## src/rtl/core_pkg.sv

```systemverilog
// Shared core definitions: default register-index width, hazard cause bit
// positions and the priority-resolved hazard class used by the interlock.
package core_pkg;

  localparam int REG_AW_DEF = 5;

  // hz_cause bit positions
  localparam int HZ_LU  = 0;
  localparam int HZ_MD  = 1;
  localparam int HZ_MEM = 2;
  localparam int HZ_W   = 3;

  // Winning hazard for the current cycle after priority resolution
  typedef enum logic [2:0] {
    SEL_NONE     = 3'd0,
    SEL_MEM_WAIT = 3'd1,
    SEL_FLUSH    = 3'd2,
    SEL_MD_STALL = 3'd3,
    SEL_LU_STALL = 3'd4
  } hz_sel_e;

  function automatic logic [HZ_W-1:0] cause_bit(input int pos);
    logic [HZ_W-1:0] v;
    v      = '0;
    v[pos] = 1'b1;
    return v;
  endfunction

endpackage

```

## src/rtl/hz_down_counter.sv

```systemverilog
// Small down-counter with clear, load and decrement-enable; stops at zero.
// Clear wins over load, load wins over decrement.
module hz_down_counter #(
  parameter int W = 3
) (
  input  logic         clock,
  input  logic         reset_n,
  input  logic         clr,
  input  logic         load,
  input  logic [W-1:0] load_val,
  input  logic         dec_en,
  output logic [W-1:0] cnt,
  output logic         zero
);

  localparam logic [W-1:0] ONE = {{(W-1){1'b0}}, 1'b1};

  // Counter register: clear / load / decrement toward zero
  always_ff @(posedge clock or negedge reset_n) begin
    if (!reset_n) begin
      cnt <= '0;
    end else if (clr) begin
      cnt <= '0;
    end else if (load) begin
      cnt <= load_val;
    end else if (dec_en && (cnt != '0)) begin
      cnt <= cnt - ONE;
    end
  end

  assign zero = (cnt == '0);

endmodule

```

## src/rtl/hazard_ctrl.sv

```systemverilog
// Pipeline interlock beside the ID stage: load-use bubbles with configurable
// latency, mult/div busy interlock, data-memory wait freeze, taken-branch
// flush, hazard cause reporting and a saturating stall counter.
module hazard_ctrl
  import core_pkg::*;
#(
  parameter int REG_AW    = REG_AW_DEF,
  parameter int LOAD_LAT  = 1,
  parameter int MD_CYCLES = 32,
  parameter int CNT_W     = 16
) (
  input  logic              clock,
  input  logic              reset_n,
  input  logic [REG_AW-1:0] id_rs,
  input  logic [REG_AW-1:0] id_rt,
  input  logic              id_rs_used,
  input  logic              id_rt_used,
  input  logic              id_hilo_read,
  input  logic              id_md_start,
  input  logic              ex_MemRead,
  input  logic [REG_AW-1:0] ex_rt,
  input  logic              ex_md_start,
  input  logic              ex_branch_taken,
  input  logic              mem_access,
  input  logic              mem_ready,
  output logic              PC_IFWrite,
  output logic              ID_EX_stall,
  output logic              IF_ID_flush,
  output logic              EX_MEM_hold,
  output logic [HZ_W-1:0]   hz_cause,
  output logic [CNT_W-1:0]  stall_cnt
);

  localparam logic [2:0]       LU_RELOAD = 3'(LOAD_LAT - 1);
  localparam logic [5:0]       MD_RELOAD = 6'(MD_CYCLES - 1);
  localparam logic [CNT_W-1:0] CNT_ONE   = {{(CNT_W-1){1'b0}}, 1'b1};

  logic       mem_wait;
  logic       rs_match;
  logic       rt_match;
  logic       load_use_hit;
  logic       md_stall;
  logic       lu_stall;
  logic [2:0] lu_cnt;
  logic       lu_zero;
  logic [5:0] md_cnt;
  logic       md_zero;
  hz_sel_e    sel;

  assign mem_wait     = mem_access & ~mem_ready;
  assign rs_match     = id_rs_used & (id_rs == ex_rt);
  assign rt_match     = id_rt_used & (id_rt == ex_rt);
  assign load_use_hit = ex_MemRead & (ex_rt != '0) & (rs_match | rt_match);
  assign md_stall     = ~md_zero & (id_hilo_read | id_md_start);
  assign lu_stall     = load_use_hit | ~lu_zero;

  // Remaining load-use bubbles after the first; a taken branch kills the
  // dependent instruction, so the pending bubbles are dropped.
  hz_down_counter #(.W(3)) u_lu_cnt (
    .clock    (clock),
    .reset_n  (reset_n),
    .clr      (~mem_wait & ex_branch_taken),
    .load     (~mem_wait & load_use_hit & lu_zero),
    .load_val (LU_RELOAD),
    .dec_en   (~mem_wait),
    .cnt      (lu_cnt),
    .zero     (lu_zero)
  );

  // Mult/div busy window, started when the operation enters EX
  hz_down_counter #(.W(6)) u_md_cnt (
    .clock    (clock),
    .reset_n  (reset_n),
    .clr      (1'b0),
    .load     (~mem_wait & ex_md_start),
    .load_val (MD_RELOAD),
    .dec_en   (~mem_wait),
    .cnt      (md_cnt),
    .zero     (md_zero)
  );

  // Resolve which hazard owns this cycle, highest priority first
  always_comb begin
    sel = SEL_NONE;
    if (mem_wait) begin
      sel = SEL_MEM_WAIT;
    end else if (ex_branch_taken) begin
      sel = SEL_FLUSH;
    end else if (md_stall) begin
      sel = SEL_MD_STALL;
    end else if (lu_stall) begin
      sel = SEL_LU_STALL;
    end
  end

  // Pipeline control outputs for the selected hazard
  always_comb begin
    PC_IFWrite  = 1'b1;
    ID_EX_stall = 1'b0;
    IF_ID_flush = 1'b0;
    EX_MEM_hold = 1'b0;
    hz_cause    = '0;
    case (sel)
      SEL_MEM_WAIT: begin
        PC_IFWrite  = 1'b0;
        EX_MEM_hold = 1'b1;
        hz_cause    = cause_bit(HZ_MEM);
      end
      SEL_FLUSH: begin
        // the killed ID instruction is replaced by a bubble
        IF_ID_flush = 1'b1;
        ID_EX_stall = 1'b1;
      end
      SEL_MD_STALL: begin
        PC_IFWrite  = 1'b0;
        ID_EX_stall = 1'b1;
        hz_cause    = cause_bit(HZ_MD);
      end
      SEL_LU_STALL: begin
        PC_IFWrite  = 1'b0;
        ID_EX_stall = 1'b1;
        hz_cause    = cause_bit(HZ_LU);
      end
      default: ;
    endcase
  end

  // Saturating count of cycles in which fetch was held
  always_ff @(posedge clock or negedge reset_n) begin
    if (!reset_n) begin
      stall_cnt <= '0;
    end else if (!PC_IFWrite && (stall_cnt != '1)) begin
      stall_cnt <= stall_cnt + CNT_ONE;
    end
  end

endmodule

```

## config.mk

```make
export PLATFORM = sky130hd
export DESIGN_NAME = hazard_ctrl
export DESIGN_NICKNAME = d
export VERILOG_FILES = /design/src/rtl/core_pkg.sv /design/src/rtl/hz_down_counter.sv /design/src/rtl/hazard_ctrl.sv
export SDC_FILE = /design/constraint.sdc
export NUM_CORES = 1
export LEC_CHECK = 0
export CORE_MARGIN = 2
export CORE_UTILIZATION = 55
export DETAILED_ROUTE_END_ITERATION = 10
export DONT_BUFFER_PORTS = 1
export PLACE_DENSITY = 0.7
export SETUP_SLACK_MARGIN = 0.05
export SLEW_MARGIN = 10
export SYNTH_ARGS = -nofsm -noshare
export SYNTH_HDL_FRONTEND = slang
export SYNTH_SLANG_ARGS = --single-unit
```

## constraint.sdc

```tcl
create_clock -name clock -period 3 [get_ports clock]
set_input_delay 0.15 -clock clock [delete_from_list [all_inputs] [get_ports clock]]
set_output_delay 0.15 -clock clock [all_outputs]
set_load 0.02 [all_outputs]
```

## Word-level counts from Yosys, hierarchy flattened

Cells that the tools add are included.

- Register bits after elaboration: 25
- Bits of input ports: 26
- Output and inout port bits: 23
- Word-level logic and storage cells: 56

- $add $sub $neg: 3
- Equal/unequal tests: 7
- Mux-type cells: 14
- Bitwise operators: 17
- Reduce and logical (&&, ||, !) cells: 12

Operator list:

| cell | number |
|---|---|
| 3-bit 2-to-1 mux | 7 |
| 16-bit by 1-bit adder with 16-bit output (second input constant) | 1 |
| 16-bit != test (second input constant) | 1 |
| 6-bit 2-to-1 mux | 2 |
| 1-bit bitwise AND | 10 |
| 5-bit == test | 2 |
| 3-bit case mux with 3 select lines | 1 |
| 3-bit by 2-bit == test with 1-bit output (second input constant) | 2 |
| 6-bit zero test | 1 |
| 3-bit nonzero test | 2 |
| 6-bit nonzero test | 1 |
| 3-bit OR reduction | 2 |
| 6-bit by 1-bit subtractor with 6-bit output (second input constant) | 1 |
| 5-bit nonzero test | 1 |
| 1-bit 2-to-1 mux | 4 |
| 1-bit inverter | 4 |
| 3-bit by 1-bit == test with 1-bit output (second input constant) | 1 |
| 3-bit == test (second input constant) | 1 |
| 1-bit logical AND | 3 |
| 3-bit zero test | 1 |
| 1-bit bitwise OR | 3 |
| 3-bit by 1-bit subtractor with 3-bit output (second input constant) | 1 |
| 2-bit nonzero test | 1 |

## Longest topological paths before layout

- Word-level depth: 12
- Gate-level depth with buffers: 10
- Gate-level depth less buffers: 9

## By module

A second synthesis with hierarchy kept.

- Cell total of the unflattened synthesis: 181
- Area, all modules: 1687.9 um2

By module, submodules not included:

| module | times used | cells an instance | area an instance (um2) | sequential area each (um2) |
|---|---|---|---|---|
| hazard_ctrl | 1 | 107 | 1024.7 | 400.4 |
| hz_down_counter at u_md_cnt | 1 | 53 | 462.9 | 150.1 |
| hz_down_counter at u_lu_cnt | 1 | 21 | 200.2 | 75.1 |

## Least setup slack after synthesis

No wires, ideal clock.

- Path type: register to register
- Start: reg stall_cnt[0]
- End: reg stall_cnt[1]
- Setup time: 128 ps
- Data arrival time: 1937 ps
- Data required time: 2872 ps
- Path slack: 936 ps
- Stages on the path, launching flop included: 9
- Path buffers: 1
- Period minus slack after synthesis: 2064 ps
- Cell sequence: dfrtp_1 -> ha_1 -> and3_1 -> and2_1 -> nand3_1 -> or3_1 -> buf_2 -> nand2_2 -> mux2_1

- Longest elaborated chain between the ends: 2
- Elaborated cells on any way between the ends: 3
- Classes of those cells: 1 x add/sub; 1 x eq/ne; 1 x reduce/logical

Ends and longest elaborated chain:

| what | line | source |
|---|---|---|
| from (decl) | hazard_ctrl.sv:31 | `output logic [CNT_W-1:0] stall_cnt` |
| from (signal assigned) | hazard_ctrl.sv:133 | `stall_cnt <= stall_cnt + CNT_ONE;` |
| branches (longest 2 deep; another with 16-bit by 1-bit adder with 16-bit output) | - |  |

Parallel ways; which one is timed is not known.
A chain may end at the register's enable or synchronous reset.

## Worst setup path after layout

- Start: reg u_md_cnt.cnt[0]
- End: out PC_IFWrite

- Longest elaborated chain between the ends: 9
- Elaborated cells on any way between the ends: 11
- Classes of those cells: 3 x eq/ne; 4 x mux; 2 x bitwise; 2 x reduce/logical

Ends and longest elaborated chain:

| what | line | source |
|---|---|---|
| from (decl) | hz_down_counter.sv:12 | `output logic [W-1:0] cnt,` |
| from (signal assigned) | hz_down_counter.sv:25 | `cnt <= load_val;` |
| from (signal assigned) | hz_down_counter.sv:27 | `cnt <= cnt - ONE;` |
| 6-bit zero test * | hz_down_counter.sv:31 | `assign zero = (cnt == '0);` |
| 1-bit inverter * | hazard_ctrl.sv:54 | `assign md_stall = ~md_zero & (id_hilo_read \| id_md_start);` |
| 1-bit bitwise AND * | hazard_ctrl.sv:54 |  |
| 3-bit 2-to-1 mux * | hazard_ctrl.sv:89 | `end else if (md_stall) begin` |
| 3-bit 2-to-1 mux * | hazard_ctrl.sv:87 | `end else if (ex_branch_taken) begin` |
| 3-bit 2-to-1 mux * | hazard_ctrl.sv:85 | `if (mem_wait) begin` |
| 3-bit == test (tied with other cells) | hazard_ctrl.sv:103 | `case (sel)` |
| 3-bit OR reduction (no line) * | - |  |
| 1-bit 2-to-1 mux * | hazard_ctrl.sv:103 |  |
| to (decl) | hazard_ctrl.sv:26 | `output logic PC_IFWrite,` |

Mark *: on every way between the ends. The rest lies on a longest branch, timed or not.

==> results.ini <==
[critical_path]
ff2ff_path_depth = 9
cp.required_ps = 2850
critPathLaunch = u_md_cnt.cnt[0]
cp.arrival_ps = 2530
worstSetupPathType = reg -> out
cp-start-kind = flop
crit_path_max_fanout = 15
worstSetupEndpointType = primary output
r2r-start = u_md_cnt.cnt[0]

[cells_and_area]
seqCellArea_um2 = 626
final_cell_mix = 25 x dfrtp_1, 16 x xnor2_1, 11 x nand2_1
mostFrequentLayoutCell = dfrtp_1
nNetsFinal = 196
multi_input_area_um2 = 863
fillerInstances = 242
drive_above_1_share_pct = 12.1
synthToLayoutAreaGrowth_pct = 5.62
diodes = 0

[cts]
clock_sinks = 25
clk_latency_ps = 310
cts_tree = built
post_cts_buffers = 0
clk_pin_slew_worst_paths_ps = 130
cts_buffers = 3
cts_root_buf = clkbuf_4
h-tree-depth = 1
cts.path.max_buffers = 2

[route]
drtAntennaViolNets = 0
drcViolationCount = 0
drt-vias-per-instance = 6.06
wl_um = 3170
wire_per_inst_um = 16.2
drt-pass1-iter-count = 4
vias = 1187
drt_iter0_markers = 45

[yosys]
ys_top_cells_by_area = dfrtp_1 40%, xnor2_1 9.0%, nand3_2 5.1%
yosysWarnings = 0
ys_types = 42
async_flop_share_pct = 100
synthAdderAreaFrac_pct = 3.21
synth.largest_area_cell = dfrtp_1
syn_area_per_cell_um2 = 9.68
synth_edf_count = 0
syn-cell-area_um2 = 1560
ys_seq_elements = 25
yosysSeqAreaShare_pct = 40.2
synth-compound-area-share_pct = 10.0
synth_xor_area_share_pct = 13.5
syn_nets = 191
synth_top_family_by_area = simple AND/OR/NAND/NOR gates
synthMuxAreaShare_pct = 2.73
synthesis.instances = 161
synth_top_area_share_pct = 40.2
synth_simple_gate_area_share_pct = 25.9
synth_flop_cell = dfrtp_1

[grt]
antenna_found_initial = 0
grt_max_degree = 26
grt_usage_pct = 21.2
grt_pass1_wl_um = 5510
grt_overflow_total = 0
grt_pass1_vias = 1241

[power_and_ir_drop]
max-vdd-ir-drop_uv = 539
p_leak_nw = 0.655
power_density_nw_per_um2 = 604

[sta]
fin_skew_ps = 7.06
fin_crit_sh_pct = 89.2
relSlewSlack_pct = 64.5
setup-violations-final = 0
drv_slew = 0
period_needed_ps = 2680
hold_viol = 0
grt_setup_unrepaired = no
timing.fmax_mhz = 374
holdWs_ps = 20.7
tns_ps = 0
tightest_slew_ps = 530

[die]
fp.dieW_um = 57.2
fp.dieArea_um2 = 3270
num_rows = 19
design.portCount = 49
core_area_um2 = 2730
die_h_um = 57.2
initial_core_util_pct = 57.0

[min_path]
hold_depth = 2
worstHoldPathType = in -> reg
hp-start = ex_md_start

[placement]
dp_hpwl_um = 2420
port_buffers = 0
gp_congestion = 0.803

[run_status]
status = completed

[job]
maxCapViolations = 0

layout make-up:
type / instances / area share [%]
inverters: 9 / 2.05
well taps: 31 / 2.36
multi-input cells: 122 / 52.5
flip-flops and latches: 25 / 38.0
clock buffers: 4 / 1.60
repair buffers: 5 / 3.50
cells by family (layout without fill, tap and decap cells):
kind of cell	count (synthesis)	in the layout
mux	4	4
buf+inv	14	18
fa+ha+maj	4	4
compound gates	24	24
simple gates	66	66
xor+xnor	24	24
flops	25	25
state kept, by name, indices dropped and copies added (netlist names):
name,cells
u_md_cnt.cnt,6
stall_cnt,16
u_lu_cnt.cnt,3
through the flow:
step	util, %	std cells	instance area (um2)	setup slack (ps)	power [mW]
floorplan	-	161	1560	936	0.774
global placement	57.4	188	1570	637	0.813
detailed placement	57.4	188	1570	491	0.836
CTS	60.2	196	1650	305	0.999
global route	60.2	196	1650	69.0	1.07
finish	60.2	196	1650	325	0.994
timing repair:
item	4_1_cts	5_1_grt
gates resized for setup	0	0
hold buffers	4	0
endpoints found under the hold margin	30	0
power by group:
group | total, mW | internal, mW | switching [mW]
Combinational | 0.301 | 0.140 | 0.161
Sequential | 0.542 | 0.404 | 0.138
Clock | 0.151 | 0.0519 | 0.0993
worst paths after layout:
| kind | to | slack (ps) |
|---|---|---|
| worst max-delay path | PC_IFWrite | 320 |
| worst min register to register | u_lu_cnt.cnt[2] | 580 |
| worst min-delay path | u_md_cnt.cnt[2] | 20 |
| max in group asynchronous | u_lu_cnt.cnt[0] | 2590 |
| min in group asynchronous | stall_cnt[9] | 260 |
| worst max register to register | stall_cnt[1] | 470 |
critical path: stages (launching register included):
cell and delay, ps:
dfrtp_1 420, inv_1 90, ha_1 230, nor4b_2 260, nand2b_1 150, a21oi_1 210
nand2_1 140, o21ai_4 470, inv_1 250
Yosys cell counts, drive strengths merged (2+ instances only):
cell type and count:
a21oi 9, and2 3, and3 6, buf 3
clkbuf 2, dfrtp 25, ha 4, inv 8
mux2 2, mux2i 2, nand2 12, nand2b 2
nand3 13, nand4 4, nor2 9, nor3 7
nor4 4, o21a 2, o21ai 8, o22ai 2
xnor2 16, xor2 8
metal layers:
| metal | share of wire (%) | track usage [%] |
|---|---|---|
| met1 | 41 | 27.4 |
| met4 | 1.1 | 6.31 |
| met2 | 49 | 35.6 |
| met3 | 8.8 | 5.22 |
| met5 | 0 | 0 |
No activity file was read; power rests on OpenSTA's default activity.
